<file path="src/rtl/alu_issue_stage_pkg.sv">
// Shared types and encodings for the ALU issue stage.
package alu_issue_stage_pkg;

   localparam int ISSUE_DATA_WIDTH = 32;
   localparam int ISSUE_REG_WIDTH  = 5;

   localparam logic [6:0] OPCODE_OP        = 7'b0110011;
   localparam logic [6:0] OPCODE_OP_IMM    = 7'b0010011;
   localparam logic [6:0] FUNCT7_SUB       = 7'b0100000;
   localparam logic [6:0] SHIFT_FUNCT7_SRL = 7'b0000000;
   localparam logic [6:0] SHIFT_FUNCT7_SRA = 7'b0100000;

   // ALU code path, same encoding as RV32I funct3
   typedef enum logic [2:0] {
      ALU_ADD_SUB = 3'd0,
      ALU_SLL     = 3'd1,
      ALU_SLT     = 3'd2,
      ALU_SLTU    = 3'd3,
      ALU_XOR     = 3'd4,
      ALU_SRL_SRA = 3'd5,
      ALU_OR      = 3'd6,
      ALU_AND     = 3'd7
   } alu_code_e;

   // One decoded entry as held in the main/skid registers
   typedef struct packed {
      logic                        valid;
      logic [ISSUE_DATA_WIDTH-1:0] a;
      logic [ISSUE_DATA_WIDTH-1:0] b;
      alu_code_e                   code;
      logic [6:0]                  funct7;
      logic [ISSUE_REG_WIDTH-1:0]  rd;
      logic                        illegal;
   } IssueEntry;

endpackage

</file>
<file path="src/rtl/alu_issue_stage_if.sv">
// Upstream (register read) and downstream (ALU) handshake bundle.
interface alu_issue_stage_if #(
   parameter int DATA_WIDTH    = 32,
   parameter int REG_NUM_WIDTH = 5
);
   logic                     inValid;
   logic                     inReady;
   logic [31:0]              insn;
   logic [DATA_WIDTH-1:0]    rs1Data;
   logic [DATA_WIDTH-1:0]    rs2Data;
   logic                     outValid;
   logic                     outReady;
   logic [DATA_WIDTH-1:0]    aluInA;
   logic [DATA_WIDTH-1:0]    aluInB;
   logic [2:0]               aluCode;
   logic [6:0]               funct7;
   logic [REG_NUM_WIDTH-1:0] rdAddr;
   logic                     illegal;

   // Driver of instructions and consumer of issued entries
   modport master (
      output inValid, insn, rs1Data, rs2Data, outReady,
      input  inReady, outValid, aluInA, aluInB, aluCode, funct7, rdAddr, illegal
   );

   // The issue stage itself
   modport slave (
      input  inValid, insn, rs1Data, rs2Data, outReady,
      output inReady, outValid, aluInA, aluInB, aluCode, funct7, rdAddr, illegal
   );
endinterface

</file>
<file path="src/rtl/alu_issue_stage_decode.sv">
// Combinational OP / OP-IMM decode into an ALU-ready entry.
module alu_issue_decode
   import alu_issue_stage_pkg::*;
(
   input  logic [31:0]                 insn,
   input  logic [ISSUE_DATA_WIDTH-1:0] rs1Data,
   input  logic [ISSUE_DATA_WIDTH-1:0] rs2Data,
   output IssueEntry                   entry
);
   logic [6:0] opcode;
   logic [6:0] f7;
   logic [2:0] f3;
   logic       unused_rs1_field;

   assign opcode           = insn[6:0];
   assign f3               = insn[14:12];
   assign f7               = insn[31:25];
   assign unused_rs1_field = ^insn[19:15];

   // Shape operand B / funct7 for the ALU; anything unrecognised is marked illegal
   always_comb begin
      entry         = '0;
      entry.valid   = 1'b1;
      entry.a       = rs1Data;
      entry.rd      = insn[11:7];
      entry.code    = alu_code_e'(f3);
      entry.funct7  = 7'd0;
      entry.b       = '0;
      entry.illegal = 1'b0;
      case (opcode)
         OPCODE_OP: begin
            if (f7 == 7'd0) begin
               entry.b = rs2Data;
            end else if (f7 == FUNCT7_SUB && f3 == 3'b000) begin
               // ALU ADD_SUB only adds, so SUB arrives pre-negated
               entry.b = ~rs2Data + 32'd1;
            end else if (f7 == SHIFT_FUNCT7_SRA && f3 == 3'b101) begin
               entry.b      = rs2Data;
               entry.funct7 = SHIFT_FUNCT7_SRA;
            end else begin
               entry.illegal = 1'b1;
            end
         end
         OPCODE_OP_IMM: begin
            if (f3 == 3'b001) begin
               entry.b       = {27'd0, insn[24:20]};
               entry.illegal = (f7 != 7'd0);
            end else if (f3 == 3'b101) begin
               entry.b       = {27'd0, insn[24:20]};
               entry.funct7  = f7;
               entry.illegal = (f7 != SHIFT_FUNCT7_SRL) && (f7 != SHIFT_FUNCT7_SRA);
            end else begin
               entry.b = {{20{insn[31]}}, insn[31:20]};
            end
         end
         default: entry.illegal = 1'b1;
      endcase
      if (entry.illegal) begin
         entry.code   = ALU_ADD_SUB;
         entry.b      = '0;
         entry.funct7 = 7'd0;
      end
   end
endmodule

</file>
<file path="src/rtl/alu_issue_stage.sv">
// Registered issue stage: decode, then main + skid registers toward the ALU.
module alu_issue_stage
   import alu_issue_stage_pkg::*;
#(
   parameter int DATA_WIDTH    = ISSUE_DATA_WIDTH,
   parameter int REG_NUM_WIDTH = ISSUE_REG_WIDTH
) (
   input  logic              clk,
   input  logic              rst,
   input  logic              flush,
   alu_issue_stage_if.slave  io
);
   IssueEntry dec;
   IssueEntry main_q;
   IssueEntry skid_q;
   logic      accept;
   logic      main_free;

   alu_issue_decode u_decode (
      .insn    (io.insn),
      .rs1Data (io.rs1Data),
      .rs2Data (io.rs2Data),
      .entry   (dec)
   );

   // inReady depends only on a flop; flush blocks consumption of the input
   assign io.inReady = ~skid_q.valid;
   assign accept     = io.inValid & ~skid_q.valid & ~flush;
   assign main_free  = ~main_q.valid | io.outReady;

   // Main/skid update; skid always drains into main before new input
   always_ff @(posedge clk or negedge rst) begin
      if (!rst) begin
         main_q <= '0;
         skid_q <= '0;
      end else if (flush) begin
         main_q.valid <= 1'b0;
         skid_q.valid <= 1'b0;
      end else if (main_free) begin
         if (skid_q.valid) begin
            main_q       <= skid_q;
            skid_q.valid <= 1'b0;
         end else if (accept) begin
            main_q <= dec;
         end else begin
            main_q.valid <= 1'b0;
         end
      end else if (accept) begin
         skid_q <= dec;
      end
   end

   assign io.outValid = main_q.valid;
   assign io.aluInA   = main_q.a[DATA_WIDTH-1:0];
   assign io.aluInB   = main_q.b[DATA_WIDTH-1:0];
   assign io.aluCode  = main_q.code;
   assign io.funct7   = main_q.funct7;
   assign io.rdAddr   = main_q.rd[REG_NUM_WIDTH-1:0];
   assign io.illegal  = main_q.illegal;
endmodule
</file>
<file path="src/flat_wrapper.sv">
// flat-port wrapper written by rule: the top's interface ports become plain ports
module alu_issue_stage_flat import alu_issue_stage_pkg::*;
#(
   parameter int DATA_WIDTH    = ISSUE_DATA_WIDTH,
   parameter int REG_NUM_WIDTH = ISSUE_REG_WIDTH
)
  (clk, rst, flush, io_inValid, io_insn, io_rs1Data, io_rs2Data, io_outReady, io_inReady, io_outValid, io_aluInA, io_aluInB, io_aluCode, io_funct7, io_rdAddr, io_illegal);
  alu_issue_stage_if #(.DATA_WIDTH(DATA_WIDTH), .REG_NUM_WIDTH(REG_NUM_WIDTH)) io_i ();
  input  logic clk;
  input  logic rst;
  input  logic flush;
  input wire logic [$bits(io_i.inValid)-1:0] io_inValid;
  input wire logic [$bits(io_i.insn)-1:0] io_insn;
  input wire logic [$bits(io_i.rs1Data)-1:0] io_rs1Data;
  input wire logic [$bits(io_i.rs2Data)-1:0] io_rs2Data;
  input wire logic [$bits(io_i.outReady)-1:0] io_outReady;
  output wire logic [$bits(io_i.inReady)-1:0] io_inReady;
  output wire logic [$bits(io_i.outValid)-1:0] io_outValid;
  output wire logic [$bits(io_i.aluInA)-1:0] io_aluInA;
  output wire logic [$bits(io_i.aluInB)-1:0] io_aluInB;
  output wire logic [$bits(io_i.aluCode)-1:0] io_aluCode;
  output wire logic [$bits(io_i.funct7)-1:0] io_funct7;
  output wire logic [$bits(io_i.rdAddr)-1:0] io_rdAddr;
  output wire logic [$bits(io_i.illegal)-1:0] io_illegal;
  assign io_i.inValid = io_inValid;
  assign io_i.insn = io_insn;
  assign io_i.rs1Data = io_rs1Data;
  assign io_i.rs2Data = io_rs2Data;
  assign io_i.outReady = io_outReady;
  assign io_inReady = io_i.inReady;
  assign io_outValid = io_i.outValid;
  assign io_aluInA = io_i.aluInA;
  assign io_aluInB = io_i.aluInB;
  assign io_aluCode = io_i.aluCode;
  assign io_funct7 = io_i.funct7;
  assign io_rdAddr = io_i.rdAddr;
  assign io_illegal = io_i.illegal;
  alu_issue_stage #(.DATA_WIDTH(DATA_WIDTH), .REG_NUM_WIDTH(REG_NUM_WIDTH)) u_core (.clk(clk), .rst(rst), .flush(flush), .io(io_i));
endmodule
</file>
<file path="config.mk">
export PLATFORM = sky130hd
export DESIGN_NAME = alu_issue_stage_flat
export DESIGN_NICKNAME = d
export VERILOG_FILES = /design/src/rtl/alu_issue_stage_pkg.sv /design/src/rtl/alu_issue_stage_if.sv /design/src/rtl/alu_issue_stage_decode.sv /design/src/rtl/alu_issue_stage.sv /design/src/flat_wrapper.sv
export SDC_FILE = /design/constraint.sdc
export NUM_CORES = 1
export LEC_CHECK = 0
export CAP_MARGIN = 20
export CORE_MARGIN = 2
export CORE_UTILIZATION = 46
export DETAILED_ROUTE_END_ITERATION = 10
export GPL_ROUTABILITY_DRIVEN = 0
export PLACE_DENSITY = 0.81
export SYNTH_ARGS = -nofsm -noshare
export SYNTH_HDL_FRONTEND = slang
export SYNTH_SLANG_ARGS = --single-unit
</file>
<file path="constraint.sdc">
create_clock -name clk -period 1.8 [get_ports clk]
set_input_delay 0.36 -clock clk [delete_from_list [all_inputs] [get_ports clk]]
set_output_delay 0.36 -clock clk [all_outputs]
set_load 0.01 [all_outputs]
</file>
==> flow_summary.yaml, run 1 <==
status:
  outcome: "complete, but fails checks"
  violations: "setup timing"
worst_setup_path:
  required_ns: 2.15
  critPathKind: "input pin to flop"
  cpPeakStageDelay_ns: 0.48
  path_max_fanout: 5
  critPathLaunchType: "input pin"
  path_buf_inv: 3
  end_kind: "flop"
  crit_arrival_ns: 2.34
  cp_slowest_cell: "or4_4"
  crit_chain: "clkdlybuf4s15_2, or4_4, buf_12, nor2_4, nand2_1, o41ai_2, a31oi_1, buf_4, o21ai_0"
  path_delay_family: "simple AND/OR/NAND/NOR gates"
finish:
  nFillCells: 1164
  final_nets: 1344
  regArea_sq_mm: 0.00406
  multi_input_area_sq_mm: 0.00443
  drive_gt1_share_pct: 27.9
  fin_area_sq_mm: 0.0128
  antenna_cells: 0
  final_common_cell: "nand2_1"
  fin_cells: 1480
  layout_common_cells: "nand2_1 (221), buf_4 (169), dfrtp_1 (161), clkdlybuf4s50_1 (139), o21ai_0 (65)"
  areaGrowthSynthToFinish_pct: 57.4
  fin_util_pct: 73.8
grt:
  gr-total-overflow: 0
  grt_use_total_pct: 28.3
  grt_max_degree: 73
  grt_pass1_vias: 8430
  antenna_found_initial: 0
  grt_pass1_wl_microns: 41400
logic_synthesis:
  synth_seq_area_share_pct: 50.0
  synth.cell_area_sq_mm: 0.00812
  synth-edff-count: 0
  synth_top_family_by_area: "simple AND/OR/NAND/NOR gates"
  synthAdderAreaFrac_pct: 0.154
  ys.flop_type: "dfrtp_1"
  synth_cell_types: 70
  synth_simple_gate_area_share_pct: 23.9
  ys_ff_latch: 162
  muxShareOfSynthArea_pct: 4.83
  syn_inst: 909
  synthArstFlopShare_pct: 100
  synth.avg_cell_area_sq_um: 8.93
  synth_xor_area_share_pct: 0.755
  syn_nets: 1011
  ys_warn_count: 0
  synth-compound-area-share_pct: 17.2
detailed_routing:
  m1WireLength_microns: 11200
  dr_wl_met2_microns: 13700
  routed_wl_microns: 28900
  routed_via_density: 5.94
  vias: 8791
  drtPass1Iterations: 5
  top_layer: "met4"
  wire_per_inst_microns: 19.6
  met3WireLength_microns: 2740
  drcViolationCount: 0
  first_iter_violations: 889
  drtAntennaViolNets: 0
power_and_ir_drop:
  ir_worst_vdd_mv: 0.715
  p_leak_nw: 5.70
  p_per_area_mw_per_mm2: 776
die:
  start_util_pct: 46.9
  core_area_sq_mm: 0.0173
  die-height_microns: 137
  io_pins: 183
  dieWidth_microns: 137
  rows: 48
  dieArea_sq_mm: 0.0187
placement:
  dpl-instance-area_sq_mm: 0.0115
  place_inst: 1419
  dpl.hpwl_microns: 18300
  numPortBuffers: 177
timing:
  rsz0062_at_grt: "true"
  hold_ws_ns: 0.419
  setup_viol: 43
  finalCritPeriodShare_pct: 111
  timing.fmax_ghz: 0.500
  hold_viol_final: 0
  setup_ws_ns: -0.199
  period_minus_slack_ns: 2.00
  worstMarginPinSlew_ns: 0.614
  skew_ns: 0.0133
  slew_viol_final: 0
  slew_headroom_pct: 59.1
  tns_ns: -2.46
clock_network:
  cts_buffer_depth: 2
  cts_buffers: 17
  clock_sinks: 162
  insertion_delay_ns: 0.43
  cts_tree: "yes"
  cts_root_buffer: "clkbuf_16"
  h-tree-depth: 4
  clkTransAtPathRegs_ns: 0.06
min_path:
  hold_path_class: "input pin to async pin"
run:
  maxCapViolCount: 0
cells by family (layout without fill, tap and decap cells):
group                      count (synthesis)  in the layout
xor gates and xnor gates                   7              7
buffers and inverters                     64            410
adders and majority gates                  1              1
muxes                                     39             39
DFF                                      162            162
AOI/OAI and AO/OA                        228            228
and+or+nand+nor                          408            408
state kept, by name, indices dropped and copies added, names as in the netlist:
register / flops
u_core.io.outValid: 1
u_core.skid_q: 81
u_core.io.funct7: 7
u_core.io.aluInA: 32
u_core.io.illegal: 1
u_core.io.rdAddr: 5
u_core.io.aluCode: 3
u_core.io.aluInB: 32
power by group:
group,total (mW),internal (mW),switching [mW]
Clock,3.67,2.08,1.59
Sequential,4.36,4.10,0.257
Combinational,1.88,0.956,0.927
per-stage QoR:
step	total power, mW	worst slack, ns
6_report	9.91	-0.199
5_1_grt	10.3	-0.192
4_1_cts	9.86	-0.0661
3_5_place_dp	6.20	-0.907
3_3_place_gp	6.11	-0.859
2_1_floorplan	5.04	-0.210
final timing paths:
check	start	endpoint	slack [ns]	depth (start not counted)
min reg2reg	u_core.io.funct7[0]	u_core.io.funct7[0]	0.47	2
min	rst	u_core.io.aluInA[1]	0.42	2
min in group clk	io_insn[27]	u_core.skid_q[23]	0.44	5
max in group asynchronous	rst	u_core.io.aluInB[14]	0.76	3
max reg2reg	u_core.skid_q[80]	u_core.io.aluInB[18]	0.06	8
max	io_insn[31]	u_core.io.aluInB[4]	-0.20	9
final cells by class:
cell class | count | share of cell area [%]
multi-input cells | 683 | 34.7
inverters | 8 | 0.235
repair buffers | 370 | 26.4
clock buffers | 17 | 3.33
well taps | 225 | 2.20
flip-flops and latches | 162 | 31.8
clock inverters | 15 | 1.33
cells in the mapped netlist, types with 2 or more instances:
cell type  number  area (sq um)
nand2_1       227           852
dfrtp_1       162          4050
o21ai_0       109           546
a21oi_1        47           235
clkbuf_1       47           176
nor2_1         46           173
mux2i_1        38           380
nand3_1        21           105
nor3_1         21           105
and3_1         19           119
or3_1          14          87.6
and2_1         12          75.1
a31oi_1        10          62.6
inv_1           8          30.0
a211oi_1        7          52.6
buf_2           7          35.0
nor4_1          7          43.8
o31ai_1         7          52.6
o41ai_1         7          61.3
o21a_1          6          45.0
nand2b_1        5          31.3
nand4_1         5          31.3
nor2b_1         5          31.3
nor3b_1         5          37.5
o211ai_1        4          30.0
xor2_1          4          35.0
a32oi_1         3          26.3
o21ai_1         3          15.0
or4_1           3          22.5
xnor2_1         3          26.3
a2111oi_4       2          55.1
a21o_1          2          15.0
a41o_1          2          20.0
and4_1          2          17.5
nor4b_1         2          17.5
o22ai_1         2          12.5
o311ai_1        2          17.5
per-layer routing:
layer  up-vias  GRT usage [%]
li1       3870              -
met1      4208           35.7
met2       564           47.1
met3       149           6.70
met4         0           10.9
met5         -              0
timing repair:
| action | 4_1_cts | 5_1_grt |
|---|---|---|
| hold buffers | 1 | 0 |
| endpoints found under the setup margin | 75 | 71 |
| buffers inserted | 11 | 16 |
| resized for setup | 119 | 100 |
| hold endpoints to repair | 41 | 0 |
| cloned | 1 | 2 |
| pin swaps | 36 | 39 |
(Power assumes the default switching activity.)
==> run 2, diff against run 1 <==
--- a/config.mk
+++ b/config.mk
@@ -5,12 +5,13 @@
 export SDC_FILE = /design/constraint.sdc
 export NUM_CORES = 1
 export LEC_CHECK = 0
+export ABC_AREA = 1
 export CAP_MARGIN = 20
 export CORE_MARGIN = 2
-export CORE_UTILIZATION = 46
+export CORE_UTILIZATION = 47
 export DETAILED_ROUTE_END_ITERATION = 10
 export GPL_ROUTABILITY_DRIVEN = 0
-export PLACE_DENSITY = 0.81
+export PLACE_DENSITY = 0.82
 export SYNTH_ARGS = -nofsm -noshare
 export SYNTH_HDL_FRONTEND = slang
 export SYNTH_SLANG_ARGS = --single-unit
==> run 2 against run 1 <==
The flow now finishes without violations. Worst hold slack lost 0.14 ns. Routed wire length shrank 5.7%. Synthesized cell count increased by 29%. Clock power fell by 8.2%. Critical path depth increased by 3. Critical path type unchanged.
==> flow_summary.yaml, run 2 <==
finish:
  fin_util_pct: 70.2
  antenna_cells: 0
  fin_area_sq_mm: 0.0125
  drive_gt1_share_pct: 18.5
  final_common_cell: "nand2_1"
  final_nets: 1551
  layout_common_cells: "nand2_1 (371), dfrtp_1 (162), clkdlybuf4s50_1 (151), o21ai_0 (146), buf_4 (116)"
  areaGrowthSynthToFinish_pct: 47.1
  multi_input_area_sq_mm: 0.00401
  nFillCells: 1343
  largest_reg_flops: 81
  regArea_sq_mm: 0.00405
  fin_cells: 1690
  largest-register: "u_core.skid_q"
worst_setup_path:
  path_delay_family: "simple AND/OR/NAND/NOR gates"
  reg2reg_from: "u_core.skid_q[80]"
  crit_chain: "clkdlybuf4s50_1, nor2_2, buf_4, nand2_1, or2_2, nand2_1, nand4_1, nand3_1, nand2_2, nand3_1, nand2_1, nand2_1"
  cpPeakStageDelay_ns: 0.52
  path_max_fanout: 3
  required_ns: 2.16
  r2r-end: "u_core.io.aluInB[18]"
  path_buf_inv: 2
  cp_slowest_cell: "clkdlybuf4s50_1"
  critPathKind: "input pin to flop"
  r2r_cells: 9
  end_kind: "flop"
  crit_arrival_ns: 2.15
  r2r_slack_ns: 0.22
  critPathLaunchType: "input pin"
  crit_top_cell: "nand2_1"
clock_network:
  cts_root_buffer: "clkbuf_16"
  cts_buffer_depth: 2
  clock_sinks: 162
  h-tree-depth: 4
  clkTransAtPathRegs_ns: 0.07
  cts_buffers: 17
  cts_tree: "yes"
  insertion_delay_ns: 0.42
power_and_ir_drop:
  p_per_area_mw_per_mm2: 774
  intPower_mw: 6.99
  clock_power_share_pct: 34.7
  ir_worst_vdd_mv: 0.610
  combPwrFrac_pct: 19.6
  seq_power_share_pct: 45.7
  total_power_mw: 9.69
  p_sw_share_pct: 27.8
  p_sw_mw: 2.70
  p_leak_nw: 6.35
logic_synthesis:
  syn_inst: 1172
  yosys-top-cells-area: "dfrtp_1 (48%), nand2_1 (17%), o21ai_0 (9.3%), inv_1 (5.2%), nor2_1 (3.6%)"
  synth.avg_cell_area_sq_um: 7.26
  synth_area_leader_cell: "dfrtp_1"
  synth.cell_area_sq_mm: 0.00851
  synth.most_common_cell: "nand2_1"
  synth_seq_area_share_pct: 47.6
  ys.flop_type: "dfrtp_1"
  synth-edff-count: 0
  syn_nets: 1274
  synth_cell_types: 36
  ys_ff_latch: 162
  ys_warn_count: 0
  synthArstFlopShare_pct: 100
  synth.top_cell.area_share_pct: 47.6
  synth_common_cells: "nand2_1 (390), dfrtp_1 (162), o21ai_0 (159)"
detailed_routing:
  drtPass1Iterations: 5
  drcViolationCount: 0
  routed_wl_microns: 27300
  routed_via_density: 5.43
  first_iter_violations: 934
  drtAntennaViolNets: 0
  wire_per_inst_microns: 16.2
  vias: 9172
timing:
  slew_viol_final: 0
  period_minus_slack_ns: 1.80
  finalCritPeriodShare_pct: 99.7
  timing.fmax_ghz: 0.557
  rsz0062_at_grt: "true"
  hold_ws_ns: 0.280
  slew_headroom_pct: 60.7
  hold_viol_final: 0
  setup_viol: 0
  worstMarginPinSlew_ns: 0.589
  skew_ns: 0.00995
grt:
  grt_pass1_wl_microns: 41600
  antenna_found_initial: 0
  grt_use_total_pct: 26.5
  grt_max_degree: 66
  gr-total-overflow: 0
  grt_pass1_vias: 8524
min_path:
  hold_path_class: "input pin to flop"
  holdPathStages: 3
  min-delay-start: "io_insn[25]"
  hold_end: "u_core.skid_q[21]"
die:
  dieArea_sq_mm: 0.0192
  rows: 49
  start_util_pct: 47.7
  core_area_sq_mm: 0.0178
  dieWidth_microns: 139
  io_pins: 183
  die-height_microns: 139
placement:
  place_inst: 1640
  dpl.hpwl_microns: 18000
  numPortBuffers: 177
  dpl-instance-area_sq_mm: 0.0113
status:
  outcome: "finished, final reports clean"
run:
  maxCapViolCount: 0
run 2: changes by cell type after synthesis, sizes merged, moves of 19 or more:
cell,change
nand2,+167
mux2i,-38
and3,-19
inv,+118
nand3,+34
nor2,+40
buf,+19
o21ai,+77
run 2: final cells by class:
| cell class | instances | share of cell area [%] |
|---|---|---|
| sequential | 162 | 32.4 |
| inverter | 126 | 3.88 |
| multi-input combinational | 823 | 32.0 |
| clock inverter | 10 | 0.610 |
| tap | 229 | 2.29 |
| timing repair buffer | 319 | 25.1 |
| clock buffer | 21 | 3.76 |
run 2: logic make-up (layout without fill, tap and decap cells):
family	count (synthesis)	count (layout)	synth area share, %
and+or+nand+nor	558	558	26.8
AOI/OAI and AO/OA	257	257	15.9
buffers and inverters	187	476	8.86
DFF	162	162	47.6
xor gates and xnor gates	7	7	0.720
adders and majority gates	1	1	0.147
run 2: power by group through the flow:
stage,sequential [mW],combinational (mW),clock (mW)
2_1_floorplan,4.52,0.690,0
3_3_place_gp,4.45,1.77,0
3_5_place_dp,4.48,1.83,0
4_1_cts,4.42,1.86,3.38
5_1_grt,4.48,2.10,3.58
6_report,4.42,1.90,3.37
run 2: how the worst max path moves through the flow:
stage	depth (start not counted)	endpoint	from
floorplan	12	u_core.io.aluInB[16]	io_rs2Data[0]
global placement	13	u_core.io.aluInB[3]	io_insn[29]
detailed placement	10	u_core.io.aluInB[11]	io_rs2Data[3]
CTS	13	u_core.io.aluInB[3]	io_insn[25]
global route	12	u_core.io.aluInB[16]	io_rs2Data[11]
finish	12	u_core.io.aluInB[28]	io_rs2Data[14]
run 2: through the flow:
step	setup TNS (ns)	setup slack, ns
CTS	-0.0176	-0.0176
floorplan	0	0.107
detailed placement	-33.11	-0.561
global route	-0.841	-0.0740
global placement	-29.28	-0.518
finish	0	0.00478
run 2: repair_timing:
item | 4_1_cts | 5_1_grt
gates cloned | 0 | 5
gates resized for setup | 34 | 103
pin swaps | 9 | 34
endpoints found under the hold margin | 24 | 0
endpoints found under the setup margin | 49 | 66
buffers inserted | 2 | 11
hold buffers | 1 | 0
run 2: worst min-delay path: cells and delay by family:
kind	cells	cell delay, ns
AOI/OAI and AO/OA	1	0.08
buffers and inverters	1	0.13
and+or+nand+nor	1	0.09
run 2: layer usage:
metal,track usage (%),vias up,part of all wire [%]
li1,-,4295,-
met4,9.56,0,4.0
met2,43.3,530,47
met3,5.59,99,9.8
met1,35.2,4248,39
met5,0,-,0
==> run 3, diff against run 2 <==
--- a/config.mk
+++ b/config.mk
@@ -11,6 +11,7 @@
 export CORE_UTILIZATION = 47
 export DETAILED_ROUTE_END_ITERATION = 10
 export GPL_ROUTABILITY_DRIVEN = 0
+export HOLD_SLACK_MARGIN = 0.02
 export PLACE_DENSITY = 0.82
 export SYNTH_ARGS = -nofsm -noshare
 export SYNTH_HDL_FRONTEND = slang
==> results of run 3 <==
Final layout, timing and power as in run 2 (identical DEF).
==> variant (flow settings as in run 3) <==
Reset style: synchronous (`rst`), changed in one clocked block.
--- a/src/rtl/alu_issue_stage.sv
+++ b/src/rtl/alu_issue_stage.sv
@@ -30,5 +30,5 @@
 
    // Main/skid update; skid always drains into main before new input
-   always_ff @(posedge clk or negedge rst) begin
+   always_ff @(posedge clk) begin
       if (!rst) begin
          main_q <= '0;
Behaviour: not the same (Yosys sat finds a counterexample within 4 cycles, from zero or initial values and one cycle with rst low; the reset may be asserted at any time).
==> variant against run 3 <==
The run now ends with setup timing left; clock power increased by 7.4%; design area decreased by 1.7%; wire length increased by 2.6%; count of clock-buffer cells in the layout decreased by 4; global-route usage increased by 1.6 points; register-to-register slack got worse by 0.19 ns; synthesized area decreased by 6.4%; synthesized cell count increased by 4.4%; total power decreased by 15%; sequential cell count unchanged; worst setup slack got worse by 0.069 ns; first-iteration DRC count decreased by 6.2%; critical endpoint is now u_core.io.aluInB[18].
==> variant: results <==
group,metric,value,unit
global_route,grt_pass1_vias,8656,
detailed_routing,wl_met3,2120,microns
cells_and_area,fill_cells,1221,
cells_and_area,fin_nets,1612,
sta,final_critical_path_setup_slack,-0.0646,ns
detailed_routing,wl_met2,13800,microns
detailed_routing,routed_wl,28000,microns
detailed_routing,wl_met1,11100,microns
sta,max_slew_margin,0.453,
power,ir_drop,0.000774,V
detailed_routing,vias,9600,
clock_tree,clk_latency,0.43,ns
sta,clock_skew,0.0108,ns
clock_tree,cts_max_level,4,
synthesis,yosys-top-cells-area,"dfxtp_1 41%, nand2_1 15%, nor2_1 9.5%",
synthesis,ys_seq_area_frac,0.407,
critical_path,cp_max_fo,8,
outcome,status,"finished, violations left",
synthesis,synth_common_cells,"315 x nand2_1, 201 x nor2_1, 162 x dfxtp_1, 115 x o21ai_0, 85 x a21oi_1",
synthesis,async_flop_share,0,
power,leakagePower,0.00548,uW
sta,setup_violations,2,
synthesis,synthFlopType,"dfxtp_1",
global_route,grt_pass1_wl,41300,microns
global_route,use_met3,0.0514,
synthesis,synth-xor-area-share,0.00660,
synthesis,synth_adder_area_share,0.00157,
cells_and_area,layout-drive-gt1-share,0.211,
synthesis,ys_warn_count,0,
global_route,met2_usage,0.482,
synthesis,synthesis.nets,1325,
critical_path,crit_arrival,2.21,ns
global_route,grt_usage,0.281,
detailed_routing,first_iter_violations,876,
global_route,global_route.usage.met1,0.350,
outcome,violations,"setup timing",
synthesis,synth_compound_area_frac,0.188,
place,post-dp-hpwl,17900,microns
global_route,grt_max_degree,69,
## variant: per-stage QoR
stage	setup TNS [ns]	power, uW	cells	instance area (sq um)	worst slack (ns)
2_1_floorplan	0	4060	1223	7970	0.0982
3_3_place_gp	-42.15	4620	1684	10900	-0.557
3_5_place_dp	-46.44	4630	1684	10900	-0.610
4_1_cts	0	8200	1723	11600	0.00582
5_1_grt	-1.59	8550	1743	12300	-0.114
6_report	-0.0759	8280	1743	12300	-0.0646
## variant: cell type report
cell class,instances,area (sq um),share of cell area
multi-input combinational,897,4510,0.366
clock buffer,17,425,0.0346
timing repair buffer,344,3340,0.271
clock inverter,15,173,0.0140
tap,220,275,0.0224
sequential,162,3250,0.264
inverter,88,347,0.0282
## variant: critical path: stages
cell and delay (ns):
clkdlybuf4s50_1 0.44, nor2_1 0.12, nand2_1 0.08, nor2_2 0.11, buf_6 0.17, nand3_4 0.11, buf_4 0.15, o211ai_1 0.21
nand2_1 0.11, nand2_2 0.09, o21ai_1 0.08, a21oi_1 0.19
## variant: worst paths after layout
kind	from	end	slack [ns]	cells after the start
max reg2reg	u_core.skid_q[80]	u_core.io.aluInB[27]	0.03	11
min	rst	u_core.io.aluInB[1]	0.37	3
min reg2reg	u_core.skid_q[10]	u_core.skid_q[10]	0.45	2
max	io_rs2Data[6]	u_core.io.aluInB[18]	-0.06	12
## variant: repair_timing
action	in CTS	in global routing
buffers inserted	5	20
pin swaps	17	43
gates resized for setup	32	158
endpoints found under the setup margin	44	100
cloned	2	1
## variant: where the power goes
group          switching [uW]  leakage, uW  internal [uW]
logic                     473      0.00389            517
registers                30.4      0.00131           3640
clock network            1640     0.000279           1980
